$ cat src/rtl/ppu_issue_unit.sv
`default_nettype none
// ============================================================================
// Module      : ppu_issue_unit
// Description : Front-end sequencer for the PPU core. It buffers host posit
//               ops in an input FIFO and presents them to the PPU over a
//               valid/stall handshake. Each accepted op's host tag goes into
//               a tag FIFO. The PPU returns results in issue order; each
//               result is paired with the oldest tag and stored in a response
//               buffer drained by the host over valid/ready. A credit counter
//               caps the number of ops issued but not yet returned to the
//               host at MAX_INFL, so the response buffer can never overflow.
// Ports       : clk, rst (sync, active-low)
//               req_valid_i/req_ready_o/req_op_i/req_a_i/req_b_i/req_tag_i
//                   host request channel
//               ppu_valid_o/ppu_op_o/ppu_a_o/ppu_b_o/ppu_stall_i
//                   issue channel to the PPU
//               ppu_rvalid_i/ppu_result_i
//                   in-order PPU results
//               rsp_valid_o/rsp_ready_i/rsp_result_o/rsp_tag_o
//                   host response channel
//               busy_o  any op queued, in flight or buffered
//               wdog_err_o  sticky watchdog error (PPU_ISSUE_WDOG_EN only)
// Options     : PPU_ISSUE_WDOG_EN     adds the result watchdog and wdog_err_o
//               PPU_ISSUE_ASSERT_ON   enables the stray-result protocol check
// Revision    : 1.0  initial release
// ============================================================================
module ppu_issue_unit #(
    parameter int N        = 16,
    parameter int OP_SIZE  = 2,
    parameter int TAG_W    = 4,
    parameter int IQ_DEPTH = 4,
    parameter int MAX_INFL = 8,
    parameter int TIMEOUT  = 64
) (
    input  logic               clk,
    input  logic               rst,
    input  logic               req_valid_i,
    output logic               req_ready_o,
    input  logic [OP_SIZE-1:0] req_op_i,
    input  logic [N-1:0]       req_a_i,
    input  logic [N-1:0]       req_b_i,
    input  logic [TAG_W-1:0]   req_tag_i,
    output logic               ppu_valid_o,
    output logic [OP_SIZE-1:0] ppu_op_o,
    output logic [N-1:0]       ppu_a_o,
    output logic [N-1:0]       ppu_b_o,
    input  logic               ppu_stall_i,
    input  logic               ppu_rvalid_i,
    input  logic [N-1:0]       ppu_result_i,
    output logic               rsp_valid_o,
    input  logic               rsp_ready_i,
    output logic [N-1:0]       rsp_result_o,
    output logic [TAG_W-1:0]   rsp_tag_o,
    output logic               busy_o
`ifdef PPU_ISSUE_WDOG_EN
    ,
    output logic               wdog_err_o
`endif
);

    localparam int IQ_AW = $clog2(IQ_DEPTH);
    localparam int IQ_CW = IQ_AW + 1;
    localparam int IQ_W  = OP_SIZE + 2 * N + TAG_W;
    localparam int RB_AW = $clog2(MAX_INFL);
    localparam int RB_CW = RB_AW + 1;
    localparam int RB_W  = TAG_W + N;

    localparam logic [IQ_CW-1:0] IQ_FULL  = IQ_CW'(IQ_DEPTH);
    localparam logic [RB_CW-1:0] CRED_MAX = RB_CW'(MAX_INFL);

    // Pointer arithmetic relies on natural wrap, so depths must be powers of two.
    if ((IQ_DEPTH < 2) || ((IQ_DEPTH & (IQ_DEPTH - 1)) != 0) ||
        (MAX_INFL < 2) || ((MAX_INFL & (MAX_INFL - 1)) != 0) ||
        (TIMEOUT < 1)) begin : g_bad_params
        $error("ppu_issue_unit: invalid parameter set");
    end

    typedef enum logic [1:0] {
        S_IDLE  = 2'd0,
        S_ISSUE = 2'd1,
        S_HOLD  = 2'd2
    } state_t;

    state_t state_q, state_d;

    logic ppu_valid;
    logic ppu_accept;
    logic issue_block;

    // ------------------------------------------------------------------
    // Input FIFO
    // ------------------------------------------------------------------
    logic [IQ_W-1:0]    iq_mem_q [IQ_DEPTH];
    logic [IQ_AW-1:0]   iq_wr_q, iq_rd_q;
    logic [IQ_CW-1:0]   iq_cnt_q, iq_cnt_d;
    logic               iq_push, iq_pop, iq_empty, iq_full;
    logic [OP_SIZE-1:0] head_op;
    logic [N-1:0]       head_a, head_b;
    logic [TAG_W-1:0]   head_tag;

    assign iq_full     = (iq_cnt_q == IQ_FULL);
    assign iq_empty    = (iq_cnt_q == '0);
    assign req_ready_o = !iq_full;
    assign iq_push     = req_valid_i && !iq_full;
    assign iq_pop      = ppu_accept;
    assign iq_cnt_d    = iq_cnt_q + IQ_CW'(iq_push) - IQ_CW'(iq_pop);

    always_ff @(posedge clk) begin
        if (!rst) begin
            iq_wr_q  <= '0;
            iq_rd_q  <= '0;
            iq_cnt_q <= '0;
        end else begin
            if (iq_push) iq_wr_q <= iq_wr_q + IQ_AW'(1);
            if (iq_pop)  iq_rd_q <= iq_rd_q + IQ_AW'(1);
            iq_cnt_q <= iq_cnt_d;
        end
    end

    always_ff @(posedge clk) begin
        if (iq_push) iq_mem_q[iq_wr_q] <= {req_op_i, req_a_i, req_b_i, req_tag_i};
    end

    // The head entry is only popped on accept, so it stays bit-stable in HOLD.
    assign {head_op, head_a, head_b, head_tag} = iq_mem_q[iq_rd_q];

    // ------------------------------------------------------------------
    // Credits: taken on PPU accept, returned on host response handshake
    // ------------------------------------------------------------------
    logic [RB_CW-1:0] cred_q, cred_d;
    logic             rsp_pop;

    assign cred_d = cred_q - RB_CW'(ppu_accept) + RB_CW'(rsp_pop);

    always_ff @(posedge clk) begin
        if (!rst) cred_q <= CRED_MAX;
        else      cred_q <= cred_d;
    end

    // ------------------------------------------------------------------
    // Tag FIFO: tags of ops accepted by the PPU, oldest first
    // ------------------------------------------------------------------
    logic [TAG_W-1:0] tq_mem_q [MAX_INFL];
    logic [RB_AW-1:0] tq_wr_q, tq_rd_q;
    logic [RB_CW-1:0] tq_cnt_q;
    logic             tq_push, tq_pop;

    assign tq_push = ppu_accept;
    // A result with no outstanding tag (e.g. a late result after reset) is dropped.
    assign tq_pop  = ppu_rvalid_i && (tq_cnt_q != '0);

    always_ff @(posedge clk) begin
        if (!rst) begin
            tq_wr_q  <= '0;
            tq_rd_q  <= '0;
            tq_cnt_q <= '0;
        end else begin
            if (tq_push) tq_wr_q <= tq_wr_q + RB_AW'(1);
            if (tq_pop)  tq_rd_q <= tq_rd_q + RB_AW'(1);
            tq_cnt_q <= tq_cnt_q + RB_CW'(tq_push) - RB_CW'(tq_pop);
        end
    end

    always_ff @(posedge clk) begin
        if (tq_push) tq_mem_q[tq_wr_q] <= head_tag;
    end

    // ------------------------------------------------------------------
    // Response buffer: {tag, result} pairs awaiting the host
    // ------------------------------------------------------------------
    logic [RB_W-1:0]  rb_mem_q [MAX_INFL];
    logic [RB_AW-1:0] rb_wr_q, rb_rd_q;
    logic [RB_CW-1:0] rb_cnt_q;
    logic             rb_push;
    logic [TAG_W-1:0] rb_tag;
    logic [N-1:0]     rb_res;

    assign rb_push     = tq_pop;
    assign rsp_valid_o = (rb_cnt_q != '0);
    assign rsp_pop     = rsp_valid_o && rsp_ready_i;

    always_ff @(posedge clk) begin
        if (!rst) begin
            rb_wr_q  <= '0;
            rb_rd_q  <= '0;
            rb_cnt_q <= '0;
        end else begin
            if (rb_push) rb_wr_q <= rb_wr_q + RB_AW'(1);
            if (rsp_pop) rb_rd_q <= rb_rd_q + RB_AW'(1);
            rb_cnt_q <= rb_cnt_q + RB_CW'(rb_push) - RB_CW'(rsp_pop);
        end
    end

    always_ff @(posedge clk) begin
        if (rb_push) rb_mem_q[rb_wr_q] <= {tq_mem_q[tq_rd_q], ppu_result_i};
    end

    assign {rb_tag, rb_res} = rb_mem_q[rb_rd_q];
    assign rsp_result_o     = rsp_valid_o ? rb_res : '0;
    assign rsp_tag_o        = rsp_valid_o ? rb_tag : '0;

    // ------------------------------------------------------------------
    // Watchdog on outstanding PPU results
    // ------------------------------------------------------------------
`ifdef PPU_ISSUE_WDOG_EN
    localparam int WD_W = $clog2(TIMEOUT + 1);

    logic [WD_W-1:0] wd_cnt_q;
    logic            wd_err_q;

    always_ff @(posedge clk) begin
        if (!rst) begin
            wd_cnt_q <= '0;
            wd_err_q <= 1'b0;
        end else if (ppu_rvalid_i || (tq_cnt_q == '0)) begin
            wd_cnt_q <= '0;
        end else if (!wd_err_q) begin
            wd_cnt_q <= wd_cnt_q + WD_W'(1);
            if (wd_cnt_q == WD_W'(TIMEOUT - 1)) wd_err_q <= 1'b1;
        end
    end

    assign wdog_err_o  = wd_err_q;
    assign issue_block = wd_err_q;
`else
    assign issue_block = 1'b0;
`endif

    // ------------------------------------------------------------------
    // Issue FSM
    // ------------------------------------------------------------------
    assign ppu_accept = (state_q != S_IDLE) && !ppu_stall_i;

    always_ff @(posedge clk) begin
        if (!rst) state_q <= S_IDLE;
        else      state_q <= state_d;
    end

    always_comb begin
        state_d   = state_q;
        ppu_valid = 1'b0;
        case (state_q)
            S_IDLE: begin
                if (!iq_empty && (cred_q != '0) && !issue_block) state_d = S_ISSUE;
            end
            S_ISSUE, S_HOLD: begin
                ppu_valid = 1'b1;
                if (ppu_stall_i) begin
                    state_d = issue_block ? S_IDLE : S_HOLD;
                end else if ((iq_cnt_d != '0) && (cred_d != '0) && !issue_block) begin
                    // Next head and a credit are both available: issue back-to-back.
                    state_d = S_ISSUE;
                end else begin
                    state_d = S_IDLE;
                end
            end
            default: state_d = S_IDLE;
        endcase
    end

    assign ppu_valid_o = ppu_valid;
    assign ppu_op_o    = ppu_valid ? head_op : '0;
    assign ppu_a_o     = ppu_valid ? head_a  : '0;
    assign ppu_b_o     = ppu_valid ? head_b  : '0;

    assign busy_o = !iq_empty || (cred_q != CRED_MAX);

`ifdef PPU_ISSUE_ASSERT_ON
    // Results must only arrive for ops that are actually outstanding.
    a_no_stray_result: assert property (@(posedge clk) disable iff (!rst)
        ppu_rvalid_i |-> (tq_cnt_q != '0));
`endif

endmodule
`default_nettype wire
$ cat config.mk
export PLATFORM = sky130hd
export DESIGN_NAME = ppu_issue_unit
export DESIGN_NICKNAME = d
export VERILOG_FILES = /design/src/rtl/ppu_issue_unit.sv
export SDC_FILE = /design/constraint.sdc
export NUM_CORES = 1
export LEC_CHECK = 0
export ABC_AREA = 1
export CORE_ASPECT_RATIO = 0.6
export CORE_MARGIN = 2
export CORE_UTILIZATION = 30
export DETAILED_ROUTE_END_ITERATION = 7
export PLACE_DENSITY = 0.49
export REMOVE_ABC_BUFFERS = 1
export SLEW_MARGIN = 20
export SYNTH_ARGS = -nofsm -noshare
export SYNTH_HDL_FRONTEND = slang
export SYNTH_SLANG_ARGS = --single-unit
export TNS_END_PERCENT = 30
$ cat constraint.sdc
create_clock -name clk -period 5.95 [get_ports clk]
set_input_delay 0.595 -clock clk [delete_from_list [all_inputs] [get_ports clk]]
set_output_delay 0.595 -clock clk [all_outputs]
set_load 0.03 [all_outputs]
# == Word level (Yosys, flattened, before mapping) ==
# Memory sizes are Yosys's and may differ from the RTL's. A register that Yosys moved wholly into a read port is not among the register bits.
# Index checks and enable logic that the tools add are counted.
# word_totals
n_memories,3
wordCells,74
input_bits,60
reg_bits,33
out_inout_bits,58
mem_bits_rw,344
# memory_table
memory,words,width,rd,rd_clocked_by_memory_dff,wr,line_no,text
rb_mem_q,8,20,1,1,1,171,logic [RB_W-1:0] rb_mem_q [MAX_INFL];
iq_mem_q,4,38,1,1,1,93,logic [IQ_W-1:0] iq_mem_q [IQ_DEPTH];
tq_mem_q,8,4,1,1,1,143,logic [TAG_W-1:0] tq_mem_q [MAX_INFL];
# classes
eq_ne,5
n_reduce_logical,19
add_sub_neg,14
mux,22
# ops
operator,count
$mux 16,3
$reduce_bool 4->1,4
$add 3x1->3 const B,4
$add 4x1->4,3
$mux 3,4
$sub 4x1->4,3
$mux 2,5
$mux 1,8
$logic_and 1x1->1,6
$add 2x1->2 const B,2
$mux 4,1
$ne 4x4->1 const B,1
$pmux 2 s2,1
$add 3x1->3,1
$eq 3x3->1 const B,1
$logic_not 1->1,3
$logic_not 3->1,1
$reduce_bool 3->1,1
$sub 3x1->3,1
$eq 2x1->1 const B,1
$eq 2x2->1 const B,1
$logic_not 2->1,1
$ne 2x2->1 const B,1
$reduce_bool 2->1,1
other kinds (2),2

# == Longest topological paths before layout ==
# Gate-level depths: netlist of run 1.
# logic_depth
ltp_word,10
ltp_mapped,20

# == Worst setup path after synthesis of run 1 ==
# OpenSTA, ideal clock, no wires.
# synth_path
path_kind,register to register
from,reg iq_cnt_q[1]
to,"mem iq_mem_q[0][0] in the netlist's numbering, enable pin"
path_stages_with_launch,5
slack_ns,2.942
t_required_ns,5.517
period_less_slack_ns,3.008
t_arrival_ns,2.575
path_cell_list,dfxtp_1 -> inv_1 -> nand3_1 -> nand2_1 -> nor2_1
# synth_via
elab_chain_len,5
# synth_rtl
item,line_no,text
start: declaration,95,"logic [IQ_CW-1:0] iq_cnt_q, iq_cnt_d;"
start signal: assignment,116,iq_cnt_q <= iq_cnt_d;
$eq 3x3->1,101,assign iq_full = (iq_cnt_q == IQ_FULL);
$logic_not 1->1,--,
named net req_ready_o,38,"output logic req_ready_o,"
$logic_and 1x1->1,104,assign iq_push = req_valid_i && !iq_full;
$mux 1,121,"if (iq_push) iq_mem_q[iq_wr_q] <= {req_op_i, req_a_i, req_b_i, req_tag_i};"
$mux 1 (not written as such),121,
end: declaration,93,
# The timed path passes the listed nets, and every way through them passes these cells.

==> metrics.txt, run 1 <==
CP endpoint kind output port; most used cell, CP buf_4; CP cell instances buf_4, clkinv_1, buf_4, nor2_1, o21ai_0, a21oi_1, clkdlybuf4s50_1; CORE AREA roughly 51000 sq um; Post-CTS Setup Inserts 0; Starting Density 30.34%; actual slew at the worst max-slew pin around 1 ns; Layout Cells excl Fill 2094; vias per cell between 4 and 5; Post-CTS Hold Buffers 0; Synth Cell Area 15430 sq um; RSZ-0062 raised after global routing false; Setup Viol. Count Final 0; Syn. warnings 0; Chip Width just under 300 microns; clk sinks 385; Rel. slew slack about a third; slowest cell delay on critical path between 0.7 and 0.8 ns; area grow syn2layout 19.71%; startpoint types flip-flop; hold depth 1; final worst-path cycle share slightly below 70%; Detailed Place HPWL around 20000 microns; Slew Limit Fails 0; R2R Path End state_q[0]; clock buffer count from CTS 40; Root Buffer clkbuf_16; Rows 64; Post-synth EDFFs between 300 and 400; Fmax approximately 250 MHz; IO buf count around 120; WL final approximately 35000 microns; Mapped Cells roughly 1.3k; path depth of the worst reg2reg path 18; worst min-delay path startpoint tq_rd_q[2]; Congestion Overflow GR 0; post-synth cell types 26; Hold Crit Class flip-flop to flip-flop; share of cells above drive strength 1 about 6%; post-synthesis async set-or-reset flop share 0%; Bufs on Longest Clock Path 3; fin crit period approximately 4.0 ns; antenna violations before repair 1; slowest CP cell clkdlybuf4s50_1; CP Class flip-flop to output port; CTS H-tree lvls 2; Cell Count Post-Placement 2024; MaxCap Viol Count 0; Worst Clk Skew between 0.02 and 0.025 ns; status completed; hold path endpoint tq_rd_q[2]; gr usage total between 10% and 20%; clock latency at the later pin of the worst-skew pair roughly 0.53 ns; Die Area 53320 sq um; antenna viol nets, final 0; P per Cell Area 453.2 nW/um^2; Detailed Route Iter0 Violations 711; vias in the first global route between 9k and 10k; most frequent cells in the layout edfxtp_1, nor2_1, o21ai_0, clkdlybuf4s50_1, inv_1; # IOs 118; drt first pass iters 6; critical path arrival ~3.4 ns; Worst VDD drop 0.1949 mV; syn_area_per_cell 12.18 sq um; nets between 1k and 1.5k; Die Y 179.7 microns; vias between 9k and 10k; routed length per instance 16.75 microns; post-CTS resize count 0; setup TNS 0 ns; # diodes 0; number of remaining DRC errors 0; sequential cell area fraction in the yosys report between 70% and 80%; CP max FO 39; Static Leak ~6.2 nW; Final Wtd Congestion approximately 0.72; first-pass GRT wire length roughly 55000 microns; final-report hold violation count 0; Reg2Reg Launch Point rb_cnt_q[2]; hold_ws 0.4477 ns; cell family with most CP delay buffers and inverters; r2r setup slk between 2 and 3 ns; most common cell after layout, fill and taps aside edfxtp_1; fillers about 5k; Worst-path clk slew 0.06 ns; CTS tree built; pin count of the biggest net entering global routing 81; Req. time, crit path roughly 5.4 ns; register bit total from synthesis approximately 390; Post-synth top flop edfxtp_1; WP buf/inv 4
==> worst max path at each step <==
stage,end,startpoint,cells after the start
after floorplan,ppu_b_o[14],flip-flop,3
after global placement,ppu_b_o[3],state_q[0],5
after detailed placement,ppu_b_o[3],state_q[0],5
after CTS,ppu_b_o[3],state_q[0],5
after global routing,ppu_a_o[6],flip-flop,7
final,ppu_a_o[6],flip-flop,7
==> cells in the mapped netlist (4+ instances only) <==
| cell | n | share of area, % |
|---|---|---|
| nand2_1 | 55 | 1.3 |
| nand3_1 | 15 | 0.49 |
| o21ai_0 | 149 | 4.8 |
| clkbuf_1 | 24 | 0.58 |
| clkbuf_2 | 4 | 0.13 |
| nor2_1 | 334 | 8.1 |
| inv_1 | 64 | 1.6 |
| edfxtp_1 | 344 | 67 |
| o32ai_1 | 8 | 0.45 |
| a31oi_1 | 20 | 0.81 |
| ha_1 | 28 | 2.3 |
| o21ai_1 | 47 | 1.5 |
| a21oi_1 | 56 | 1.8 |
| buf_2 | 15 | 0.49 |
| fa_1 | 4 | 0.52 |
| dfxtp_1 | 41 | 5.3 |
| o22ai_1 | 24 | 0.97 |
| buf_4 | 15 | 0.73 |
| buf_6 | 8 | 0.58 |
==> sequential cells by signal, summed over array words and instances, names as in the netlist, named ones only <==
| signal | count |
|---|---|
| rb_mem_q | 160 |
| iq_mem_q | 152 |
| tq_mem_q | 32 |
| cred_q | 4 |
| rb_cnt_q | 4 |
| tq_cnt_q | 4 |
| iq_cnt_q | 3 |
| rb_rd_q | 3 |
| rb_wr_q | 3 |
| tq_rd_q | 3 |
| tq_wr_q | 3 |
| iq_rd_q | 2 |
| iq_wr_q | 2 |
| state_q | 2 |
==> metal layers <==
metal | up-vias | GRT usage (%) | wire length [microns]
met1 | 4555 | 19.57 | 17740
met5 | - | 0 | 13
met3 | 56 | 2.236 | 1404
met4 | 2 | 3.310 | 637
li1 | 4696 | - | -
met2 | 152 | 19.39 | 15270
==> layout make-up <==
cell class	count	area (sq um)	share of cell area, %
clock buffer	51	1085	5.873
clock inverter	19	126.4	0.6842
inverter	69	264.0	1.429
tap	693	867.1	4.694
sequential	385	11150	60.38
timing repair buffer	130	1269	6.869
multi-input combinational	747	3706	20.07
==> metrics by stage <==
step | cell area, sq um | util [%] | total power, W | setup WS (ns)
floorplan | 15040 | - | 0.005079 | 2.186
global placement | 17260 | 33.94 | 0.006095 | 2.407
detailed placement | 17260 | 33.94 | 0.006113 | 2.379
CTS | 18470 | 36.32 | 0.008492 | 1.766
global route | 18470 | 36.32 | 0.008886 | 1.674
finish | 18470 | 36.32 | 0.008372 | 1.947
==> cell families (layout without fill, tap and decap cells) <==
logic type / count (synthesis) / count (layout) / synth area share [%]
flip-flops: 385 / 385 / 72.27
buffers and inverters: 135 / 269 / 4.225
adder cells (fa/ha/maj): 32 / 32 / 2.790
XOR/XNOR: 3 / 3 / 0.1703
AND/OR/NAND/NOR: 406 / 406 / 10.03
AO/OA/AOI/OAI: 306 / 306 / 10.51
==> power by group <==
part           total [W]  switching (W)  leakage, nW  internal (W)
clock            0.00236        0.00103        0.593       0.00133
combinational    0.00257        0.00170         2.18      0.000869
sequential       0.00344       0.000131         3.47       0.00331
total            0.00837        0.00286         6.24       0.00551
==> worst register-to-register path: cells and delay by family, from the launching register on <==
family                     cells  cell delay (ns)
buffers and inverters          4             0.88
and+or+nand+nor                9             0.74
DFF                            1             0.31
adders and majority gates      4             1.22
AOI/OAI and AO/OA              1             0.06
No activity file was read; power rests on OpenSTA's default activity.
==> inputs of run 2 (changes only) <==
Clock period 5.95 ns to 3.7 ns, I/O delays scaled along.
==> run 2 against run 1 <==
Setup slack lost 1.5 ns. Worst hold slack lost 0.0086 ns. Via count grew 2.1%. Global-route usage grew 0.12 points. Cell count grew 0.72%. Clock power grew 64%. Sequential share of layout area shrank 0.35 points. Power grew 63%. Critical endpoint is now rsp_result_o[8]. Largest cell class unchanged. Largest power group unchanged.
==> metrics.txt, run 2 (synthesized netlist as in run 1, its figures left out) <==
IO buf count ~120; actual slew at the worst max-slew pin about 0.85 ns; Setup Viol. Count Final 0; Reg2Reg Launch Point state_q[0]; Chip Width around 300 microns; Post-CTS Setup Inserts 0; Detailed Route Iter0 Violations 829; gr usage total about an eighth; RSZ-0062 raised after global routing false; CORE AREA 50850 sq um; drt first pass iters 7; Worst VDD drop about 0.29 mV; area grow syn2layout 20.40%; most frequent cells in the layout edfxtp_1, nor2_1, o21ai_0, clkdlybuf4s50_1, inv_1; most common cell after layout, fill and taps aside edfxtp_1; pin count of the biggest net entering global routing 81; Slew Limit Fails 0; # IOs 118; final worst-path cycle share 88.82%; antenna violations before repair 1; antenna viol nets, final 0; setup TNS 0 ns; final-report hold violation count 0; Hold Crit Class flip-flop to flip-flop; clock latency at the later pin of the worst-skew pair 0.54 ns; P per Cell Area 733.6 nW/um^2; vias in the first global route approximately 9.5k; # diodes 0; Die Area 53320 sq um; CTS H-tree lvls 2; Post-CTS Hold Buffers 0; Top reg by flops rb_mem_q; max FFs per register 160; largest registers rb_mem_q (160), iq_mem_q (152), tq_mem_q (32); Req. time, crit path 3.33 ns; Starting Density approximately 30%; nets approximately 1.5k; worst min-delay path startpoint tq_rd_q[2]; Congestion Overflow GR 0; clk sinks just under 400; vias per cell approximately 4.6; Rows 64; MaxCap Viol Count 0; routed length on met1 roughly 18000 microns; first-pass GRT wire length 55460 microns; Worst Clk Skew 0.01940 ns; CP endpoint kind output port; Root Buffer clkbuf_16; top layer in use met5; Die Y roughly 180 microns; Static Leak 6.405 nW; Fmax around 300 MHz; status completed; CP max FO between 60 and 70; critical path arrival 2.92 ns; post-CTS resize count 0; WL final around 35000 microns; met2 wire len 15470 microns; hold_ws between 0.4 and 0.5 ns; share of cells above drive strength 1 9.746%; WL met3 around 1400 microns; final core occ between 30% and 40%; CTS tree built; routed length per instance between 15 and 20 microns; CP Class flip-flop to output port; startpoint types flip-flop; Detailed Place HPWL 20130 microns; vias between 9k and 10k; fin crit period about 3.3 ns; number of remaining DRC errors 0; Worst-path clk slew around 0.06 ns; Bufs on Longest Clock Path 3; clock buffer count from CTS 40; Rel. slew slack between 40% and 50%; Final Wtd Congestion about 0.75
## run 2: layout make-up
| cell class | instances | area, sq um |
|---|---|---|
| clock buffers | 53 | 1092 |
| inverters | 69 | 264.0 |
| fillers | 4883 | 32270 |
| repair buffers | 144 | 1364 |
| well taps | 693 | 867.1 |
| flip-flops and latches | 385 | 11150 |
| multi-input cells | 747 | 3681 |
| clock inverters | 18 | 155.1 |
## run 2: layer usage
metal	up-vias	GRT usage, %
li1	4717	-
met1	4727	19.44
met2	155	19.96
met3	57	2.466
met4	2	2.944
met5	-	0
## run 2: worst max-delay path: stages (launching register included)
cell             delay, ns
dfxtp_2               0.63
buf_12                0.33
o21ai_1               0.12
o22ai_1               0.18
o21ai_1               0.08
a31oi_1               0.26
clkdlybuf4s50_1       0.73
## run 2: stage by stage
stage	worst slack, ns	std cells	area, sq um	total power, W
after floorplan	0.1607	1201	15040	0.008168
after global placement	0.8227	2038	17330	0.009868
after detailed placement	0.8373	2038	17330	0.009895
after CTS	0.4019	2109	18580	0.01384
after global routing	0.2457	2109	18580	0.01449
final	0.4137	2109	18580	0.01363
## run 2: worst paths after layout
kind,endpoint,slack [ns],cells past startpoint
worst max-delay path,rsp_result_o[8],0.41,6
worst min-delay path,tq_rd_q[2],0.44,1
worst max register to register,state_q[0],1.09,16
worst min register to register,tq_rd_q[2],0.44,1
## run 2: where the power goes
group | internal, W | leakage (nW) | switching, W
sequential | 0.00533 | 3.47 | 0.000195
combinational | 0.00144 | 2.33 | 0.00278
clock | 0.00223 | 0.611 | 0.00165
